[config.mk]
export PLATFORM = sky130hd
export DESIGN_NAME = sfr_access_ctrl
export DESIGN_NICKNAME = d
export VERILOG_FILES = /design/src/rtl/sfr_bus_pkg.sv /design/src/rtl/sfr_bitpos_dec.sv /design/src/rtl/sfr_access_ctrl.sv
export SDC_FILE = /design/constraint.sdc
export NUM_CORES = 1
export LEC_CHECK = 0
export CAP_MARGIN = 10
export CELL_PAD_IN_SITES_DETAIL_PLACEMENT = 2
export CELL_PAD_IN_SITES_GLOBAL_PLACEMENT = 2
export CORE_MARGIN = 1
export CORE_UTILIZATION = 23
export DETAILED_ROUTE_END_ITERATION = 8
export GPL_TIMING_DRIVEN = 0
export MAX_ROUTING_LAYER = met4
export PLACE_DENSITY_LB_ADDON = 0.1
export SLEW_MARGIN = 10
export SYNTH_ARGS = -nofsm -noshare
export SYNTH_HDL_FRONTEND = slang
export SYNTH_SLANG_ARGS = --single-unit
[constraint.sdc]
create_clock -name clk -period 2.5 [get_ports clk]
set_clock_uncertainty 0.1 [all_clocks]
set_input_delay 0.625 -clock clk [delete_from_list [all_inputs] [get_ports clk]]
set_output_delay 0.625 -clock clk [all_outputs]
set_load 0.03 [all_outputs]
[src/rtl/sfr_bus_pkg.sv]
// Shared encodings for the SFR access controller.
// Macro SFR_BIT_CPL_EN enables the BIT_CPL op.
package sfr_bus_pkg;

  typedef enum logic [2:0] {
    OP_BYTE_RD = 3'b000,
    OP_BYTE_WR = 3'b001,
    OP_BIT_RD  = 3'b010,
    OP_BIT_WR  = 3'b011,
    OP_BIT_CPL = 3'b100
  } sfr_op_e;

  typedef enum logic [1:0] {
    ST_IDLE   = 2'd0,
    ST_ACCESS = 2'd1,
    ST_CPL_WR = 2'd2,
    ST_RESP   = 2'd3
  } sfr_state_e;

  localparam logic [7:0] SFR_BASE = 8'h80;

  localparam logic [7:0] BUS_IDLE_ADDR = 8'h00;
  localparam logic       BUS_IDLE_EN   = 1'b0;
  localparam logic       BUS_IDLE_OE   = 1'b0;
  localparam logic       BUS_IDLE_BB   = 1'b1;
  localparam logic       BUS_IDLE_BIN  = 1'b0;

  function automatic logic op_is_legal(
    input logic [2:0] op
  );
    logic ok;
    ok = 1'b0;
    case (op)
      OP_BYTE_RD,
      OP_BYTE_WR,
      OP_BIT_RD,
      OP_BIT_WR:  ok = 1'b1;
`ifdef SFR_BIT_CPL_EN
      OP_BIT_CPL: ok = 1'b1;
`endif
      default:    ok = 1'b0;
    endcase
    return ok;
  endfunction

  // BIT_CPL starts with a read of the target bit.
  function automatic logic op_is_read(
    input logic [2:0] op
  );
    return (op == OP_BYTE_RD) ||
           (op == OP_BIT_RD)  ||
           (op == OP_BIT_CPL);
  endfunction

  function automatic logic op_is_bit(
    input logic [2:0] op
  );
    return (op == OP_BIT_RD) ||
           (op == OP_BIT_WR) ||
           (op == OP_BIT_CPL);
  endfunction

endpackage

[src/rtl/sfr_bitpos_dec.sv]
// 3-bit bit index to one-hot lane select.
// Lanes beyond WIDTH are never selected.
module sfr_bitpos_dec #(
  parameter int WIDTH = 8
) (
  input  logic [2:0]       idx,
  output logic [WIDTH-1:0] onehot
);

  always_comb begin
    onehot = '0;
    for (int i = 0; i < WIDTH; i++) begin
      onehot[i] = (int'(idx) == i);
    end
  end

endmodule

[src/rtl/sfr_access_ctrl.sv]
// Request/response front end driving the 8051 SFR bus.
// Macro SFR_BIT_CPL_EN adds BIT_CPL and the CPL_WR state.
module sfr_access_ctrl
  import sfr_bus_pkg::*;
#(
  parameter int WIDTH = 8
) (
  input  logic             clk,
  input  logic             reset,
  input  logic             req_valid,
  output logic             req_ready,
  input  logic [2:0]       req_op,
  input  logic [7:0]       req_addr,
  input  logic [WIDTH-1:0] req_wdata,
  input  logic             req_wbit,
  output logic             rsp_valid,
  input  logic             rsp_ready,
  output logic [WIDTH-1:0] rsp_data,
  output logic             rsp_bit,
  output logic             rsp_err,
  output logic [7:0]       sfr_addr,
  output logic             sfr_en,
  output logic             sfr_oe,
  output logic             sfr_Bb,
  output logic [WIDTH-1:0] sfr_position,
  output logic [WIDTH-1:0] sfr_din,
  output logic             sfr_bin,
  input  logic [WIDTH-1:0] sfr_dout,
  input  logic             sfr_bout
);

  sfr_state_e       state_q;
  logic [2:0]       op_q;
  logic [7:0]       addr_q;
  logic [WIDTH-1:0] wdata_q;
  logic             wbit_q;

  logic             req_ok;
  logic             rd_op;
  logic             bit_op;
  logic [7:0]       bit_base;
  logic [WIDTH-1:0] pos;

  assign req_ready = (state_q == ST_IDLE);
  assign rsp_valid = (state_q == ST_RESP);

  assign req_ok = op_is_legal(req_op) &&
                  (req_addr >= SFR_BASE);

  assign rd_op    = op_is_read(op_q);
  assign bit_op   = op_is_bit(op_q);
  assign bit_base = {addr_q[7:3], 3'b000};

  sfr_bitpos_dec #(
    .WIDTH (WIDTH)
  ) u_bitpos (
    .idx    (addr_q[2:0]),
    .onehot (pos)
  );

  always_ff @(posedge clk) begin
    if (reset) begin
      state_q  <= ST_IDLE;
      op_q     <= '0;
      addr_q   <= '0;
      wdata_q  <= '0;
      wbit_q   <= 1'b0;
      rsp_data <= '0;
      rsp_bit  <= 1'b0;
      rsp_err  <= 1'b0;
    end else begin
      case (state_q)
        ST_IDLE: begin
          if (req_valid) begin
            op_q     <= req_op;
            addr_q   <= req_addr;
            wdata_q  <= req_wdata;
            wbit_q   <= req_wbit;
            rsp_data <= '0;
            rsp_bit  <= 1'b0;
            rsp_err  <= ~req_ok;
            state_q  <= req_ok ? ST_ACCESS
                               : ST_RESP;
          end
        end
        ST_ACCESS: begin
          if (rd_op) begin
            rsp_data <= sfr_dout;
            rsp_bit  <= sfr_bout;
          end
`ifdef SFR_BIT_CPL_EN
          if (op_q == OP_BIT_CPL) begin
            state_q <= ST_CPL_WR;
          end else begin
            state_q <= ST_RESP;
          end
`else
          state_q <= ST_RESP;
`endif
        end
`ifdef SFR_BIT_CPL_EN
        ST_CPL_WR: begin
          state_q <= ST_RESP;
        end
`endif
        ST_RESP: begin
          if (rsp_ready) begin
            state_q <= ST_IDLE;
          end
        end
        default: begin
          state_q <= ST_IDLE;
        end
      endcase
    end
  end

  // Outside the active cycles the bus rests at its idle value.
  always_comb begin
    sfr_addr     = BUS_IDLE_ADDR;
    sfr_en       = BUS_IDLE_EN;
    sfr_oe       = BUS_IDLE_OE;
    sfr_Bb       = BUS_IDLE_BB;
    sfr_position = '0;
    sfr_din      = '0;
    sfr_bin      = BUS_IDLE_BIN;
    case (state_q)
      ST_ACCESS: begin
        sfr_addr     = bit_op ? bit_base : addr_q;
        sfr_Bb       = ~bit_op;
        sfr_position = bit_op ? pos : '0;
        sfr_oe       = rd_op;
        sfr_en       = ~rd_op;
        if (!rd_op && !bit_op) begin
          sfr_din = wdata_q;
        end
        sfr_bin = ~rd_op & bit_op & wbit_q;
      end
`ifdef SFR_BIT_CPL_EN
      // Write back the inverse of the bit read in ACCESS.
      ST_CPL_WR: begin
        sfr_addr     = bit_base;
        sfr_Bb       = 1'b0;
        sfr_position = pos;
        sfr_en       = 1'b1;
        sfr_bin      = ~rsp_bit;
      end
`endif
      default: begin
      end
    endcase
  end

endmodule
-- Word-level counts from Yosys, hierarchy flattened
Cells that the tools add are included.
- bits in registers: 32
- word-level logic and storage cells: 70
- bitwise logic cells: 5
- reduce and logical (&&, ||, !) cells: 17
- $lt $le $gt $ge: 1
- equal/unequal tests: 18
- muxes and demuxes: 21
- operator list (cell ; count):
    two-way mux 8 bit ; 7
    equality test 3 x 2 -> 1 bit, second input constant ; 6
    one-hot mux 8 bit (2 select lines) ; 1
    equality test 3 bit, second input constant ; 5
    zero test 3 bit ; 3
    >= comparator 8 bit, second input constant ; 1
    two-way mux 1 bit ; 7
    equality test 3 x 1 -> 1 bit, second input constant ; 2
    two-way mux 2 bit ; 3
    one-hot mux 2 bit (3 select lines) ; 1
    logical OR 1 bit ; 4
    != test 2 bit, second input constant ; 2
    AND reduction 2 bit ; 2
    OR reduction 4 bit ; 1
    two-way mux 3 bit ; 1
    NOT 1 bit ; 3
    AND reduction 3 bit ; 1
    bitwise AND 1 bit ; 2
    equality test 2 x 1 -> 1 bit, second input constant ; 1
    equality test 2 bit, second input constant ; 1
    logical AND 1 bit ; 2
    zero test 1 bit ; 2
    zero test 2 bit ; 1
    != test 2 x 1 -> 1 bit, second input constant ; 1
    2 further kinds ; 2

-- Depth between registers and ports, before layout
Gate-level depths: netlist of run 1.
- depth after elaboration: 7
- depth in mapped cells: 5
- gate-level depth less buffers: 3

-- Hierarchy
A second synthesis of run 1 with hierarchy kept.
- cell total of the unflattened synthesis: 172
- area total of the unflattened synthesis: 1481.4 um2
- by module, submodules not included (module ; cells an instance ; area an instance (um2) ; times used ; seq. area each (um2)):
    sfr_access_ctrl ; 164 ; 1416.4 ; 1 ; 640.6
    sfr_bitpos_dec ; 8 ; 65.1 ; 1 ; 0.0

-- Worst setup path after synthesis of run 1
No wires, ideal clock.
- kind: reg2out
- start: register state_q[0]
- end: output sfr_position[0]
- stages on the path, launching flop included: 5
- arrival time: 1776 ps
- path slack: -1 ps
- data required time: 1775 ps
- cells stage by stage: dfxtp_1 > buf_2 > and2b_1 > o21ai_4 > nor4_1
- word-level cells in the longest chain between the ends: 2
- RTL lines (element ; line ; RTL):
    start, declared ; sfr_access_ctrl.sv:32 ; sfr_state_e state_q;
    start signal, assigned ; sfr_access_ctrl.sv:82 ; state_q <= req_ok ? ST_ACCESS
    equality test 2 x 1 -> 1 bit ; sfr_access_ctrl.sv:127 ; case (state_q)
    two-way mux 8 bit ; sfr_access_ctrl.sv:127 ;
    end, declared ; sfr_access_ctrl.sv:25 ; output logic [WIDTH-1:0] sfr_position,
Every way passes these cells.

-- Final worst setup path of run 1
- start: register state_q[0]
- end: output sfr_addr[0]
- word-level cells in the longest chain between the ends: 2
- RTL lines (element ; line ; RTL):
    equality test 2 x 1 -> 1 bit ; sfr_access_ctrl.sv:127 ;
    two-way mux 8 bit ; sfr_access_ctrl.sv:127 ;
    end, declared ; sfr_access_ctrl.sv:21 ; output logic [7:0] sfr_addr,
Every way passes these cells.

==> run_results.csv, run 1 <==
group,metric,value,unit
clock_network,cts_sinks,32,
timing,period_share,97.48,%
global_routing,grt_pass1_vias,1460,
critical_path,r2r_cells,4,
critical_path,worstSetupPathType,"reg2out",
run_status,run_status,"completed",
worst_hold_path,hp-class,"reg2reg",
synthesis,ys.flop_type,"dfxtp_1",
synthesis,yosysWarnings,0,
routing,firstDrtPassIters,4,
synthesis,synth_top_family_by_area,"simple AND/OR/NAND/NOR gates",
cells_and_area,fin_nets,280,
critical_path,cp.required,1.77,ns
timing,hold_ws,0.3543,ns
global_routing,antenna_found_initial,0,
floorplanning,start_util,24.36,%
critical_path,endpoint_kind,"primary output",
power,irDropWorstVdd,0.2501,mV
routing,routedWlPerCell,13.85,um
power,p_leak,0.9055,nW
clock_network,holdBufCountCts,0,
clock_network,clockRootBuffer,"clkbuf_8",
synthesis,async_reset_ff_share,0,%
floorplanning,die_h,81.88,um
critical_path,r2r-start,"state_q[0]",
synthesis,syn-num-nets,201,
timing,setup_viol,0,
synthesis,syn_inst,168,
synthesis,syn_avg_cell_area,8.736,um^2
critical_path,crit_start,"state_q[0]",
synthesis,synth_adder_area_share,0,%
routing,drcViolationCount,0,
global_routing,grt_usage,14.75,%
power,p_clk_share,36.5,%
power,p_int,0.0009788,W
power,powerDensity,578.4,nW/um^2
placement,place_hpwl,3325,um
clock_network,cts_buffers,5,
floorplanning,rows,28,
timing,drv_slew,0,
synthesis,synth_seq_area_share,43.65,%
routing,drt_iter0_drc,40,
power,comb_power_share,21.8,%
synthesis,ys_ff_latch,32,
synthesis,synth_area,1468,um^2
power,p_sw_share,28.06,%
routing,avgViaCountPerCell,4.480,
cells_and_area,final_common_cell,"clkdlybuf4s50_1",
synthesis,synth_compound_area_share,18.41,%
critical_path,crit_arrival,1.71,ns
clock_network,tritoncts,"built",
global_routing,overflow,0,
placement,gp_congestion,0.6840,
floorplanning,ios,73,
global_routing,grt_max_degree,11,
clock_network,cts_buffer_depth,2,
critical_path,timing.rr.end,"rsp_data[3]",
synthesis,synthSimpleGateAreaFrac,32.82,%
synthesis,synth_xor_area_share,0,%
power,p_sw,0.0003818,W
cells_and_area,final_cell_mix,"clkdlybuf4s50_1, nand2_1, dfxtp_1",
timing,fmax,410.4,MHz
placement,pre_cts_ws,-0.2477,ns
global_routing,grt_pass1_wl,7155,um
timing,fin_crit,2.437,ns
cells_and_area,diodes,0,
routing,vias,1447,
timing,relSlewSlack,66.60,%
timing,rsz0062_at_grt,"yes",
timing,setup_ws,0.06310,ns
routing,finalWirelength,4472,um
critical_path,rrSetupSlack,1.06,ns
synthesis,synthMuxAreaShare,0.6820,%
clock_network,htree_num_levels,2,
critical_path,critPathCapture,"sfr_addr[0]",
floorplanning,dieArea,6704,um^2
cells_and_area,fill_cells,709,
synthesis,synth_cell_types,34,
run,cap_violations,0,
synthesis,synth-edff-count,0,
clock_network,clk_latency,0.29,ns
timing,worstMarginPinSlew,0.5010,ns
routing,ant_nets,0,
cells_and_area,final_layout_size_suffix_gt1_share,20.56,%
placement,io_buffers,71,
clock_network,clk_pin_slew,0.07,ns
power,seq_power_share,41.7,%
critical_path,start_kind,"register",
floorplanning,dieWidth,81.88,um
timing,hold_viol,0,
critical_path,cp_max_fo,10,
cells_and_area,area_growth,60.27,%
floorplanning,fp.coreArea,6026,um^2
-- cell type report --
class | instances | area [um^2] | share of cell area [%]
multi-input cells | 125 | 792.0 | 33.67
repair buffers | 71 | 651.9 | 27.71
flip-flops and latches | 32 | 641.9 | 27.29
well taps | 75 | 93.84 | 3.989
clock buffers | 6 | 72.57 | 3.085
plain buffers | 11 | 61.31 | 2.606
clock inverters | 2 | 35.03 | 1.489
inverters | 1 | 3.754 | 0.1596
-- per-stage QoR --
stage	util [%]	setup TNS, ns	instance area (um^2)	cells	total power (W)
finish	39.04	0	2352	323	0.001361
global placement	37.81	-2.826	2278	314	0.0008753
global route	39.04	-0.2116	2352	323	0.001436
floorplan	-	0	1474	168	0.0007475
CTS	39.53	-0.002502	2382	322	0.001383
detailed placement	37.81	-3.207	2278	314	0.0008796
-- synthesized netlist by cell type (2+ instances only) --
master    instances  area share, %
a21oi_1          21            7.2
a22o_1            9            5.4
and2_1           17            7.2
buf_1             3           0.77
buf_2             4            1.4
buf_6             2            1.5
clkbuf_1          2           0.51
dfxtp_1          32             44
nand2_1          42             11
nand3_1           2           0.68
nor2_1            7            1.8
nor3_1            2           0.68
nor4b_2           3            3.1
o21ba_2           2            1.4
-- power groups by stage --
stage	Clock [W]	Combinational, W	Sequential, W
2_1_floorplan	0	0.000153	0.000594
3_3_place_gp	0	0.000297	0.000578
3_5_place_dp	0	0.000300	0.000580
4_1_cts	0.000513	0.000301	0.000568
5_1_grt	0.000537	0.000325	0.000573
6_report	0.000497	0.000296	0.000568
-- worst min path at each step --
| stage | start | end | slack (ns) | cells after the start |
|---|---|---|---|---|
| floorplan | addr_q[3] | addr_q[3] | 0.33 | 2 |
| global placement | wdata_q[2] | wdata_q[2] | 0.34 | 2 |
| detailed placement | wdata_q[6] | wdata_q[6] | 0.35 | 2 |
| CTS | addr_q[7] | addr_q[7] | 0.36 | 2 |
| global route | wdata_q[5] | wdata_q[5] | 0.37 | 2 |
| finish | addr_q[7] | addr_q[7] | 0.35 | 2 |
-- routing by layer --
layer / wire (um) / track usage (%) / up-vias
met2: 2131 / 23.31 / 41
li1: - / - / 725
met5: 0 / - / -
met1: 2073 / 17.97 / 677
met3: 228 / 3.889 / 4
met4: 39 / 5.263 / 0
-- what timing repair did --
action,4_1_cts,5_1_grt
gates cloned,0,1
resized for setup,73,11
buffers inserted,0,0
endpoints found under the setup margin,28,14
pin swaps,0,1
-- logic make-up after synthesis --
family,Yosys count
AO/OA/AOI/OAI,38
buffers and inverters,12
flip-flops,32
multiplexers,1
AND/OR/NAND/NOR,85
-- critical path, cell delays in order, from the launching register on --
cell and delay (ns):
dfxtp_1 0.30, buf_2 0.20, nand2b_2 0.18, nor3_2 0.28, and2_1 0.17, clkdlybuf4s15_2 0.29
-- flip-flops by register name, indices dropped and copies added, names as in the netlist --
register and flops:
rsp_err 1, wbit_q 1, rsp_data 8, addr_q 8
op_q 3, state_q 2, rsp_bit 1, wdata_q 8
(Power assumes the default switching activity.)
==> inputs of run 2 (changes only) <==
Settings changed: CORE_UTILIZATION 23 to 24, CTS_BUF_LIST set to sky130_fd_sc_hd__clkbuf_2.
==> run 2 against run 1 <==
Critical endpoint is now sfr_position[3]. Routed wire length is 6.3% higher. Clock-buffer cell count is 1 lower. Sequential power grew 1%. Utilization down 0.17 points. Final area shrank 2.2%. Largest power group unchanged. Worst setup slack lost 0.0039 ns. Final cell count grew 0.93%. First-iteration DRC count grew 5.0%. Highest routed layer unchanged.
==> run_results.csv, run 2 (synthesized netlist as in run 1, its figures left out) <==
group,metric,value,unit
routing,drt_iter0_drc,42,
power,p_clk_share,20.4,%
global_routing,busiest_layer,"met2",
timing,drv_slew,0,
power,p_int,0.0007525,W
floorplanning,ios,73,
placement,dpl.cell_count,314,
power,powerDensity,483.1,nW/um^2
placement,pre_cts_ws,-0.2864,ns
critical_path,max_stage_delay,0.40,ns
critical_path,r2r_cells,5,
routing,vias,1485,
clock_network,htree_num_levels,2,
critical_path,cp_max_fo,6,
run_status,run_status,"completed",
timing,relSlewSlack,65.53,%
clock_network,clk_latency,0.35,ns
timing,setup_viol,0,
run,cap_violations,0,
routing,routedWlPerCell,14.58,um
timing,fin_crit,2.441,ns
timing,worstMarginPinSlew,0.5170,ns
power,seq_power_share,51.6,%
timing,period_share,97.63,%
cells_and_area,area_growth,56.78,%
global_routing,use_met2,25.38,%
global_routing,grt_max_degree,11,
critical_path,cp.required,1.77,ns
cells_and_area,diodes,0,
cells_and_area,fin_nets,284,
global_routing,use_met1,18.45,%
global_routing,antenna_found_initial,0,
cells_and_area,final_cells,326,
power,p_sw_share,32.30,%
global_routing,grt_usage,15.31,%
clock_network,cts_sinks,32,
floorplanning,die_h,80.20,um
cells_and_area,fill_cells,689,
power,finalPower,0.001112,W
routing,finalWirelength,4753,um
cells_and_area,seqCellArea,651.9,um^2
floorplanning,fp.coreArea,5921,um^2
cells_and_area,multi_input_area,800.8,um^2
clock_network,cts_buffer_depth,2,
floorplanning,dieArea,6432,um^2
routing,avgViaCountPerCell,4.555,
global_routing,grt_pass1_vias,1488,
global_routing,overflow,0,
routing,firstDrtPassIters,4,
cells_and_area,reg_top3,"addr_q (8), rsp_data (8), wdata_q (8)",
critical_path,worstSetupPathType,"reg2out",
critical_path,critPathCapture,"sfr_position[3]",
critical_path,critical_path.cell_chain,"nor3b_4 > o21ai_4 > nor4bb_2 > buf_4",
critical_path,critPathSlowestCell,"dfxtp_4",
timing,fmax,409.7,MHz
global_routing,gr-usage-met3,3.409,%
critical_path,rrSetupSlack,1.11,ns
clock_network,clockRootBuffer,"clkbuf_2",
global_routing,grt_pass1_wl,7279,um
power,irDropWorstVdd,0.1699,mV
critical_path,endpoint_kind,"primary output",
cells_and_area,final_cell_mix,"clkdlybuf4s50_1, nand2_1, dfxtp_1",
floorplanning,start_util,24.79,%
floorplanning,rows,28,
timing,rsz0062_at_grt,"yes",
critical_path,r2r-start,"state_q[0]",
critical_path,start_kind,"register",
worst_hold_path,hp-class,"reg2reg",
placement,io_buffers,71,
clock_network,tritoncts,"built",
routing,ant_nets,0,
placement,place_hpwl,3388,um
cells_and_area,final_layout_size_suffix_gt1_share,26.69,%
timing,hold_viol,0,
critical_path,crit_arrival,1.72,ns
timing,tns,0,ns
routing,drcViolationCount,0,
critical_path,timing.rr.end,"addr_q[2]",
power,comb_power_share,28.0,%
clock_network,clk_pin_slew,0.16,ns
placement,gp_congestion,0.6334,
timing,setup_ws,0.05921,ns
power,p_sw,0.0003590,W
cells_and_area,final_common_cell,"clkdlybuf4s50_1",
critical_path,crit_start,"op_q[1]",
power,p_leak,0.8985,nW
floorplanning,dieWidth,80.20,um
clock_network,cts_buffers,5,
run 2: per-stage QoR:
stage                     cell area, um^2  hold WS, ns  util [%]
after global routing                 2301       0.3933     38.86
after CTS                            2347       0.3705     39.65
after global placement               2278       0.3378     38.48
after floorplan                      1474       0.3317         -
after detailed placement             2278       0.3507     38.48
final                                2301       0.3645     38.86
run 2: layout make-up:
| class | count | share of cell area [%] |
|---|---|---|
| multi-input cells | 125 | 34.80 |
| repair buffers | 76 | 28.44 |
| flip-flops and latches | 32 | 28.33 |
| well taps | 75 | 4.078 |
| plain buffers | 10 | 2.773 |
| clock buffers | 5 | 1.088 |
| clock inverters | 2 | 0.3263 |
| inverters | 1 | 0.1631 |
run 2: worst min-delay path by stage:
stage	slack, ns	to	startpoint	depth (start not counted)
5_1_grt	0.39	addr_q[6]	addr_q[6]	2
4_1_cts	0.37	wdata_q[4]	wdata_q[4]	2
3_3_place_gp	0.34	wdata_q[4]	wdata_q[4]	2
3_5_place_dp	0.35	wdata_q[4]	wdata_q[4]	2
2_1_floorplan	0.33	addr_q[3]	addr_q[3]	2
6_report	0.36	wdata_q[3]	wdata_q[3]	2
run 2: power by group through the flow:
stage	registers (W)	logic [W]	clock network, W
3_3_place_gp	0.000578	0.000297	0
4_1_cts	0.000572	0.000311	0.000246
3_5_place_dp	0.000581	0.000301	0
6_report	0.000574	0.000311	0.000227
5_1_grt	0.000580	0.000337	0.000276
2_1_floorplan	0.000594	0.000153	0
run 2: what timing repair did:
action                     4_1_cts  5_1_grt
hold buffers                     0        0
pin swaps                        1        3
resized for setup               91       34
setup endpoints to repair       28       24
setup buffers                    2        3
cloned                           0        1
run 2: routing by layer:
layer	routed length, um	vias up
li1	-	734
met1	2148	708
met2	2365	36
met3	184	7
met4	54	0
met5	0	-
run 2: worst max-delay path, delay by kind of cell (launching register included):
kind / cells / cell delay (ns)
flops: 1 / 0.40
compound gates: 1 / 0.13
simple gates: 2 / 0.62
buf+inv: 1 / 0.21
==> inputs of run 3 (changes only) <==
Settings changed: RECOVER_POWER set to 100.
Clock period 2.5 ns to 3.1 ns, I/O delays scaled along.
==> run 3 against run 2 <==
Non-clock buffer count decreased by 4. Final area decreased by 3.6%. Flip-flop and latch count unchanged. Global-route usage decreased by 0.44 points. Clock power increased by 23%. Via count decreased by 4.5%. Final cell count decreased by 1.2%. Power decreased by 14%. Worst setup slack improved by 0.11 ns. Combinational power decreased by 29%. Critical path type unchanged. Highest routed layer unchanged.
==> run_results.csv, run 3 (synthesized netlist as in run 1, its figures left out) <==
group,metric,value,unit
run_status,run_status,"completed",
placement,io_buffers,71,
floorplanning,start_util,24.79,%
run,cap_violations,0,
placement,gp_congestion,0.6322,
cells_and_area,final_cell_area,2218,um^2
routing,top_layer,"met4",
critical_path,start_kind,"register",
timing,relSlewSlack,46.82,%
timing,rsz0062_at_grt,"no",
critical_path,rrSetupSlack,1.38,ns
routing,drcViolationCount,0,
power,powerDensity,431.2,nW/um^2
routing,routedWlPerCell,13.66,um
timing,worstMarginPinSlew,0.7976,ns
placement,place_hpwl,3230,um
cells_and_area,final_common_cell,"nand2_1",
critical_path,timing.rr.end,"rsp_data[6]",
cells_and_area,multi_input_area,730.7,um^2
cells_and_area,final_cell_mix,"nand2_1, clkdlybuf4s50_1, dfxtp_1",
floorplanning,ios,73,
global_routing,grt_max_degree,11,
cells_and_area,diodes,0,
routing,dr_wl_met2,2075,um
power,p_leak,0.8854,nW
global_routing,grt_pass1_wl,7038,um
cells_and_area,fin_util,37.47,%
routing,vias,1418,
clock_network,cts_buffers,5,
worst_hold_path,min_from,"addr_q[7]",
routing,wl_met3,173,um
critical_path,max_stage_delay,0.69,ns
clock_network,clockRootBuffer,"clkbuf_2",
floorplanning,dieWidth,80.20,um
floorplanning,rows,28,
routing,avgViaCountPerCell,4.404,
timing,fmax,341.4,MHz
cells_and_area,fill_cells,716,
cells_and_area,fin_nets,279,
critical_path,critical_path.cell_chain,"and2b_1 > nand3_1 > nor2_1 > clkdlybuf4s50_1",
floorplanning,die_h,80.20,um
critical_path,cp.required,2.22,ns
routing,ant_nets,0,
critical_path,endpoint_kind,"primary output",
routing,finalWirelength,4397,um
cells_and_area,seqCellArea,640.6,um^2
placement,place_area,2272,um^2
worst_hold_path,hp-class,"reg2reg",
critical_path,cp_max_fo,6,
critical_path,r2r_cells,4,
clock_network,htree_num_levels,2,
global_routing,grt_usage,14.87,%
clock_network,cts_sinks,32,
clock_network,clk_latency,0.36,ns
timing,tns,0,ns
floorplanning,dieArea,6432,um^2
critical_path,critPathSlowestCell,"clkdlybuf4s50_1",
cells_and_area,area_growth,51.15,%
cells_and_area,final_layout_size_suffix_gt1_share,7.692,%
global_routing,overflow,0,
worst_hold_path,min_path_cells,2,
clock_network,holdBufCountCts,0,
clock_network,clk_pin_slew,0.16,ns
timing,hold_ws,0.3631,ns
global_routing,antenna_found_initial,0,
timing,fin_crit,2.929,ns
critical_path,crit_arrival,2.05,ns
power,irDropWorstVdd,0.1830,mV
floorplanning,fp.coreArea,5921,um^2
timing,period_share,94.47,%
routing,drt_iter0_drc,17,
clock_network,tritoncts,"built",
timing,drv_slew,0,
global_routing,grt_pass1_vias,1482,
routing,wl_met1,2090,um
critical_path,worstSetupPathType,"reg2out",
clock_network,cts_buffer_depth,2,
cells_and_area,reg_top3,"addr_q (8), rsp_data (8), wdata_q (8)",
routing,firstDrtPassIters,3,
timing,hold_viol,0,
worst_hold_path,holdPathEnd,"addr_q[7]",
critical_path,r2r-start,"state_q[0]",
timing,setup_viol,0,
-- run 3: worst max-delay path: cells and delay by family (launching register included) --
kind / cells / cell delay, ns
flops: 1 / 0.53
simple gates: 3 / 0.47
buf+inv: 1 / 0.69
-- run 3: cell type report --
| class | instances | area share (%) |
|---|---|---|
| plain buffers | 11 | 2.312 |
| clock buffers | 5 | 1.128 |
| clock inverters | 3 | 1.692 |
| inverters | 1 | 0.1692 |
| multi-input cells | 124 | 32.94 |
| flip-flops and latches | 32 | 28.88 |
| well taps | 75 | 4.230 |
| repair buffers | 71 | 28.65 |
-- run 3: worst max path at each step --
stage / start / to / cells after the start / slack (ns)
after floorplan: state_q[0] / sfr_position[0] / 4 / 0.45
after global placement: state_q[0] / sfr_din[2] / 5 / 0.23
after detailed placement: state_q[0] / sfr_position[4] / 5 / 0.21
after CTS: state_q[0] / sfr_din[5] / 5 / 0.01
after global routing: state_q[0] / sfr_addr[1] / 5 / 0.03
final: op_q[1] / sfr_bin / 4 / 0.17
-- run 3: metal layers --
metal	GRT usage, %	vias up
li1	-	722
met1	18.26	655
met2	23.59	35
met3	3.750	6
met5	-	-
met4	5.357	0
-- run 3: timing repair --
item,CTS,global route
gates cloned,0,0
resized for setup,14,10
pin swaps,0,0
endpoints found under the setup margin,19,10
buffers inserted,0,0
-- run 3: per-stage QoR --
stage / cells / total power [W] / worst slack, ns
final: 322 / 0.0009567 / 0.1713
after global routing: 322 / 0.001019 / 0.02540
after CTS: 322 / 0.001000 / 0.01061
after detailed placement: 314 / 0.0007089 / 0.2067
after global placement: 314 / 0.0007056 / 0.2345
after floorplan: 168 / 0.0006021 / 0.4485
-- run 3: where the power goes --
group / internal [W] / leakage (nW) / switching [W]
combinational: 0.0000980 / 0.585 / 0.000122
clock: 0.000132 / 0.0380 / 0.000147
sequential: 0.000440 / 0.262 / 0.0000173
